==> src/rtl/seg7_scan_multi_pkg.sv <==
// Shared definitions for the multiplexed 7-segment scanner: segment bit positions,
// hex-to-segment table and default parameter/register values.
package seg7_scan_multi_pkg;

   typedef enum int unsigned {
      SEG_A  = 0,
      SEG_B  = 1,
      SEG_C  = 2,
      SEG_D  = 3,
      SEG_E  = 4,
      SEG_F  = 5,
      SEG_G  = 6,
      SEG_DP = 7
   } seg_bit_e;

   typedef logic [7:0] seg_t;

   localparam int unsigned DEF_NDIG       = 4;
   localparam int unsigned DEF_BW         = 6;
   localparam int unsigned DEF_BBW        = 5;
   localparam int unsigned DEF_DEAD       = 2;
   localparam int unsigned DEF_TIMEOUT    = 49;
   localparam int unsigned DEF_BLINK_HALF = 15;

   // Active-high segments, bit0 = a ... bit6 = g, DP clear
   localparam seg_t HEX_SEG [16] = '{
      8'h3F, 8'h06, 8'h5B, 8'h4F, 8'h66, 8'h6D, 8'h7D, 8'h07,
      8'h7F, 8'h6F, 8'h77, 8'h7C, 8'h39, 8'h5E, 8'h79, 8'h71
   };

   function automatic seg_t hex_to_seg(input logic [3:0] nib);
      return HEX_SEG[nib];
   endfunction

endpackage

==> src/rtl/seg7_slot_timer.sv <==
// Slot timer for the digit scanner: per-slot cycle counter, digit index and
// a one-cycle frame pulse when the index wraps back to digit 0.
module seg7_slot_timer
   import seg7_scan_multi_pkg::*;
#(
   parameter int unsigned NDIG = DEF_NDIG,
   parameter int unsigned BW   = DEF_BW
) (
   input  logic                    i_clk,
   input  logic                    i_rst,
   input  logic [BW-1:0]           i_timeout,
   output logic [BW-1:0]           o_tick,
   output logic [$clog2(NDIG)-1:0] o_idx,
   output logic                    o_frame
);

   localparam int unsigned IW = $clog2(NDIG);

   logic [BW-1:0] r_tick;
   logic [IW-1:0] r_idx;
   logic          r_frame;
   logic          w_slot_end;
   logic          w_last;

   // >= so a TIMEOUT lowered below the running tick ends the slot immediately
   assign w_slot_end = (r_tick >= i_timeout);
   assign w_last     = (r_idx == IW'(NDIG - 1));

   always_ff @(posedge i_clk or posedge i_rst) begin
      if (i_rst) begin
         r_tick  <= '0;
         r_idx   <= '0;
         r_frame <= 1'b0;
      end else begin
         r_frame <= w_slot_end && w_last;
         if (w_slot_end) begin
            r_tick <= '0;
            r_idx  <= w_last ? '0 : r_idx + IW'(1);
         end else begin
            r_tick <= r_tick + BW'(1);
         end
      end
   end

   assign o_tick  = r_tick;
   assign o_idx   = r_idx;
   assign o_frame = r_frame;

endmodule

==> src/rtl/seg7_scan_multi.sv <==
// Multiplexed NDIG-digit 7-segment scanner with dead time, PWM brightness and
// per-digit blink; registered active-high DIGIT_SEL/DIGIT outputs.
module seg7_scan_multi
   import seg7_scan_multi_pkg::*;
#(
   parameter int unsigned NDIG = DEF_NDIG,
   parameter int unsigned BW   = DEF_BW,
   parameter int unsigned BBW  = DEF_BBW,
   parameter int unsigned DEAD = DEF_DEAD
) (
   input  logic              CLK,
   input  logic              RST,
   input  logic [BW-1:0]     TIMEOUT,
   input  logic [BW-1:0]     BRIGHT,
   input  logic [BBW-1:0]    BLINK_HALF,
   input  logic [NDIG-1:0]   BLINK_EN,
   input  logic [NDIG*8-1:0] DIGITS,
   output logic [NDIG-1:0]   DIGIT_SEL,
   output logic [7:0]        DIGIT,
   output logic              FRAME
);

   localparam int unsigned   IW     = $clog2(NDIG);
   localparam logic [BW-1:0] DEAD_W = BW'(DEAD);

   logic [BW-1:0]   w_tick;
   logic [IW-1:0]   w_idx;
   logic            w_frame;
   logic [7:0]      w_pat;
   logic            w_lit;
   logic [7:0]      r_pat;
   logic [BBW-1:0]  r_fcnt;
   logic            r_blink_ph;
   logic [NDIG-1:0] r_sel;
   logic [7:0]      r_dig;

   seg7_slot_timer #(
      .NDIG (NDIG),
      .BW   (BW)
   ) u_timer (
      .i_clk     (CLK),
      .i_rst     (RST),
      .i_timeout (TIMEOUT),
      .o_tick    (w_tick),
      .o_idx     (w_idx),
      .o_frame   (w_frame)
   );

   // Pattern is sampled live on the slot's first cycle, then held for the rest of it
   assign w_pat = (w_tick == '0) ? DIGITS[8*w_idx +: 8] : r_pat;

   assign w_lit = (w_tick >= DEAD_W)
               && ((w_tick - DEAD_W) < BRIGHT)
               && !(r_blink_ph && BLINK_EN[w_idx]);

   always_ff @(posedge CLK or posedge RST) begin
      if (RST) begin
         r_pat      <= '0;
         r_fcnt     <= '0;
         r_blink_ph <= 1'b0;
         r_sel      <= '0;
         r_dig      <= '0;
      end else begin
         r_pat <= w_pat;
         if (w_frame) begin
            if (r_fcnt >= BLINK_HALF) begin
               r_fcnt     <= '0;
               r_blink_ph <= ~r_blink_ph;
            end else begin
               r_fcnt <= r_fcnt + BBW'(1);
            end
         end
         r_sel <= w_lit ? (NDIG'(1) << w_idx) : '0;
         r_dig <= w_lit ? w_pat : '0;
      end
   end

   assign DIGIT_SEL = r_sel;
   assign DIGIT     = r_dig;
   assign FRAME     = w_frame;

   a_sel_onehot0 : assert property (@(posedge CLK) disable iff (RST) $onehot0(DIGIT_SEL));

endmodule

==> config.mk <==
export PLATFORM = sky130hd
export DESIGN_NAME = seg7_scan_multi
export DESIGN_NICKNAME = d
export VERILOG_FILES = /design/src/rtl/seg7_scan_multi_pkg.sv /design/src/rtl/seg7_slot_timer.sv /design/src/rtl/seg7_scan_multi.sv
export SDC_FILE = /design/constraint.sdc
export NUM_CORES = 1
export LEC_CHECK = 0
export BUFFER_PORTS_ARGS = -buffer_cell sky130_fd_sc_hd__buf_2
export CORE_MARGIN = 2
export CORE_UTILIZATION = 35
export CTS_CLUSTER_DIAMETER = 150
export DETAILED_ROUTE_END_ITERATION = 8
export GPL_TIMING_DRIVEN = 0
export PLACE_DENSITY = 0.6
export REMOVE_ABC_BUFFERS = 1
export SYNTH_ARGS = -nofsm -noshare
export SYNTH_HDL_FRONTEND = slang
export SYNTH_SLANG_ARGS = --single-unit
==> constraint.sdc <==
create_clock -name CLK -period 2.15 [get_ports CLK]
set_input_delay 0.43 -clock CLK [delete_from_list [all_inputs] [get_ports CLK]]
set_output_delay 0.43 -clock CLK [all_outputs]
set_load 0.005 [all_outputs]
* After elaboration in Yosys (flattened, before gate mapping) *
Index checks and enable logic that the tools add are counted.

word-level totals
  register bits = 35
  logic and storage cells = 36

cells by class
  add/sub/neg operators = 4
  magnitude comparators = 5
  eq/ne operators = 1
  shift-type cells = 2
  mux-type cells = 8
  bitwise logic cells = 1
  reductions and logical operators = 7

operator list
  cell                                                                                  number
  32-bit by 6-bit variable part select with 8-bit output                                1
  8-bit two-way mux                                                                     2
  6-bit by 1-bit adder with 6-bit output (second input constant)                        1
  6-bit by 2-bit greater-or-equal comparator with 1-bit output (second input constant)  1
  6-bit greater-or-equal comparator                                                     1
  6-bit zero test                                                                       1
  6-bit < comparator                                                                    1
  6-bit two-way mux                                                                     1
  6-bit by 2-bit subtractor with 6-bit output (second input constant)                   1
  5-bit by 1-bit adder with 5-bit output (second input constant)                        1
  5-bit greater-or-equal comparator                                                     1
  5-bit two-way mux                                                                     1
  1-bit logical AND                                                                     4
  4-bit two-way mux                                                                     1
  1-bit by 2-bit << shifter with 4-bit output (first input constant)                    1
  2-bit by 3-bit < comparator with 1-bit output (second input constant)                 1
  2-bit by 1-bit adder with 2-bit output (second input constant)                        1
  1-bit binary-select mux with 2-bit select                                             1
  2-bit == test (second input constant)                                                 1
  2-bit two-way mux                                                                     1
  2-bit AND reduction                                                                   1
  1-bit zero test                                                                       1
  1-bit two-way mux                                                                     1
  1-bit NOT                                                                             1

* Longest topological paths before layout *
  depth in word-level cells = 6
  mapped depth = 10
  gate-level depth less buffers = 9

* Cells and area by module *
A second synthesis with hierarchy kept.

second synthesis, totals
  cells, all modules = 179
  area total of the unflattened synthesis = 2,102.0 um^2

modules (own cells, without submodules)
  module           instances  cells each  area an instance (um^2)
  seg7_scan_multi  1          129         1,551.5
  seg7_slot_timer  1          50          550.5

* Least setup slack after synthesis *
No wires, ideal clock.

  kind = register -> register
  from = register u_timer.r_tick[3], in the netlist u_timer.o_tick[3]
  to = register r_dig[1], in the netlist DIGIT[1]
  data arrival time = 1.869 ns
  required time = 2.082 ns
  setup slack = 0.213 ns
  cell stages (with the launch flop) = 10
  clock period less this slack = 1.937 ns
  cell sequence = dfrtp_1 -> buf_2 -> nor3_1 -> xor2_1 -> ha_1 -> a21o_1 -> a22oi_2 -> nand3_2 -> buf_6 -> nor2b_4

on the way
  cells in the longest elaborated chain, start to end = 5
  elaborated cells between the ends (all ways) = 8

ends and longest elaborated chain
  item                                         RTL line               RTL
  from (decl)                                  seg7_slot_timer.sv:19  logic [BW-1:0] r_tick;
  from (signal assigned)                       seg7_slot_timer.sv:40  r_tick <= r_tick + BW'(1);
  6-bit by 2-bit subtractor with 6-bit output  seg7_scan_multi.sv:53  && ((w_tick - DEAD_W) < BRIGHT)
  6-bit < comparator                           seg7_scan_multi.sv:53
  1-bit logical AND                            seg7_scan_multi.sv:53
  1-bit logical AND                            seg7_scan_multi.sv:54  && !(r_blink_ph && BLINK_EN[w_idx]);
  8-bit two-way mux *                          seg7_scan_multi.sv:74  r_dig <= w_lit ? w_pat : '0;
  to (signal assigned)                         seg7_scan_multi.sv:74
  to (decl)                                    seg7_scan_multi.sv:35  logic [7:0] r_dig;

Every way passes the cells marked *; elsewhere a longest branch is shown, timed or not.
A chain may end at the register's enable or synchronous reset.

* Worst setup path in the final report *
  from = register u_timer.r_tick[1], in the netlist u_timer.o_tick[1]
  to = register r_dig[0], in the netlist DIGIT[0]

Same word-level chain as after synthesis.

==> results_dict.tcl <==
set metrics [dict create \
    cp-start-kind "flop" \
    cap_violations 0 \
    synth_ff_type "dfrtp_1" \
    cp.arrival_ns 2.17 \
    netlist_top_cells_count "dfrtp_1 (35), inv_1 (28), ha_1 (26), nor2_1 (12), mux2_2 (10)" \
    syn_area_sq_um 2170 \
    required_ns 2.33 \
    hp-class "primary input to asynchronous set/reset pin" \
    power_density_nw_per_um2 1430 \
    drtAntennaViolNets 0 \
    antenna_found_initial 0 \
    cts.hold.buffers_added 0 \
    globalplace.congestion 0.779 \
    fin_crit_sh_pct 92.8 \
    avgSynthCellArea_sq_um 11.4 \
    rsz0062_at_grt "false" \
    row_count 28 \
    die_width_um 82.8 \
    path_class "flop to flop" \
    pin_count 68 \
    finalNetCount 342 \
    synth_most_common_cell "dfrtp_1" \
    vias 1587 \
    endpoint_kind "flop" \
    setup_violations 0 \
    postSynthCellCount 190 \
    layoutNonFillerInstCount 337 \
    dp_hpwl_mm 3.02 \
    grt_pass1_vias 1663 \
    dr.pass1.iters 3 \
    drc 0 \
    fmax_mhz 501 \
    leakage_nw 1.45 \
    reg2reg_slack_ns 0.15 \
    dp.cells 325 \
    numCtsBuffers 5 \
    ys_seq_area_share_pct 40.3 \
    synth_top_area_cell "dfrtp_1" \
    r2r-start "u_timer.o_tick[1]" \
    viasPerCell 4.71 \
    synth_edf_count 0 \
    grt_pass1_wl_mm 7.18 \
    clk_pin_slew_worst_paths_ns 0.07 \
    yosys_register_bits 35 \
    skew_ns 0.00649 \
    max-slew-margin-rel_pct 51.7 \
    initial_core_util_pct 36.5 \
    ys_warn_count 0 \
    area_growth_pct 26.2 \
    layout_min_cycle_time_ns 2.00 \
    yosys.area.top_type_share_pct 40.3 \
    avgRoutedWirePerCell_um 11.9 \
    synth_cell_type_count 33 \
    power.total_mw 3.93 \
    cts_buffer_depth 2 \
    die_area_sq_um 6850 \
    worst_pin_slew_ns 0.723 \
    clk_latency_ns 0.29 \
    place_area_sq_um 2550 \
    rr_worst_depth 10 \
    core_area_sq_um 5960 \
    drv_slew 0 \
    peakVddDrop_mv 0.692 \
    cts_tree "yes" \
    status "complete, no violations" \
    diodes 0 \
    fp.dieH_um 82.8 \
    portBuffers 67 \
    overflow 0 \
    synth_area_leaders "dfrtp_1 (40%), ha_1 (15%), mux4_2 (8.3%)" \
    fin_ws_ns 0.155 \
    grt_max_degree 36 \
    pre_cts_ws_ns -0.248 \
    cts_sinks 35 \
    drive_gt1_share_pct 43.1 \
    path_max_fanout 12 \
    h-tree-depth 2 \
    rr_endpoint "DIGIT[0]" \
    post-route-util_pct 46.0 \
    hold_violations 0 \
    totalWireLength_mm 4.00 \
    ctsRootBufferMaster "clkbuf_8" \
    grtUsageTotal_pct 13.9 \
    synth_async_sr_flop_share_pct 100 \
    finish.instance_area_sq_um 2740 \
    drt_iter0_drc 38 \
]
-- stage by stage --
stage / setup TNS, ns / hold WS [ns]
after floorplan: 0 / 0.465
after CTS: 0 / 0.501
after global placement: -2.43 / 0.476
after detailed placement: -2.53 / 0.485
after global routing: 0 / 0.329
final: 0 / 0.262
-- routing by layer --
metal  share of wire (%)  vias up  track usage (%)
li1                    -      786                -
met3                 7.2        7             4.55
met2                  47       44             24.6
met4                 1.4        0             4.59
met1                  44      750             15.7
met5                   0        -                0
-- worst max-delay path, cell delays in order (launching register included) --
cell and delay [ns]:
dfrtp_2 0.44, inv_1 0.11, ha_1 0.29, inv_1 0.04, ha_1 0.28, nand2_1 0.04
o21ai_0 0.16, nand4_1 0.17, nand3_4 0.13, buf_12 0.16, nor2b_1 0.06
-- kinds of logic after synthesis --
kind of cell / Yosys count / synth area share (%)
adders and majority gates: 26 / 15.0
muxes: 19 / 14.7
DFF: 35 / 40.3
xor gates and xnor gates: 8 / 3.23
buffers and inverters: 35 / 6.97
and+or+nand+nor: 45 / 13.2
AOI/OAI and AO/OA: 22 / 6.57
-- where the power goes --
group | internal, mW | switching, mW
clock | 0.375 | 0.236
combinational | 1.13 | 0.918
sequential | 0.967 | 0.304
total | 2.47 | 1.46
-- cells in the final DEF, fill, tap and decap left out, types with 2 or more instances in the layout --
cell,count
a21o_1,3
a21oi_1,4
a31oi_1,2
and3_1,2
buf_2,67
buf_4,3
clkbuf_8,6
dfrtp_1,31
dfrtp_2,4
ha_1,26
inv_1,27
mux2_2,10
mux4_2,8
nand2_1,7
nand2b_1,2
nand3b_1,3
nand4_1,2
nor2_1,12
nor2b_1,3
nor2b_4,6
nor3_1,2
o21ai_0,6
o2bb2ai_1,3
xnor2_1,3
xor2_1,5
-- flip-flops by register name, indices dropped and copies added, names as in the netlist --
register / count
DIGIT: 8
r_pat: 8
u_timer.o_tick: 6
r_fcnt: 5
DIGIT_SEL: 4
u_timer.o_idx: 2
r_blink_ph: 1
u_timer.o_frame: 1
-- final cells by class --
| class | count | area (sq um) |
|---|---|---|
| fill | 588 | 3220 |
| multi-input combinational | 120 | 1160 |
| sequential | 35 | 881 |
| timing repair buffer | 71 | 378 |
| inverter | 28 | 105 |
| tap | 75 | 93.8 |
| clock buffer | 6 | 82.6 |
| clock inverter | 2 | 35.0 |
-- repair_timing --
item	in CTS	in global routing
gates resized for setup	3	5
endpoints found under the setup margin	12	14
setup buffers	0	4
pin swaps	0	2
-- worst max path at each step --
stage / from / endpoint / depth (start not counted)
floorplan: u_timer.o_tick[1] / DIGIT[0] / 7
global placement: u_timer.o_tick[3] / DIGIT[7] / 7
detailed placement: u_timer.o_tick[3] / DIGIT[0] / 7
CTS: u_timer.o_tick[1] / DIGIT[0] / 7
global route: u_timer.o_tick[2] / DIGIT[7] / 8
finish: u_timer.o_tick[1] / DIGIT[0] / 10
No activity file was read; power rests on OpenSTA's default activity.
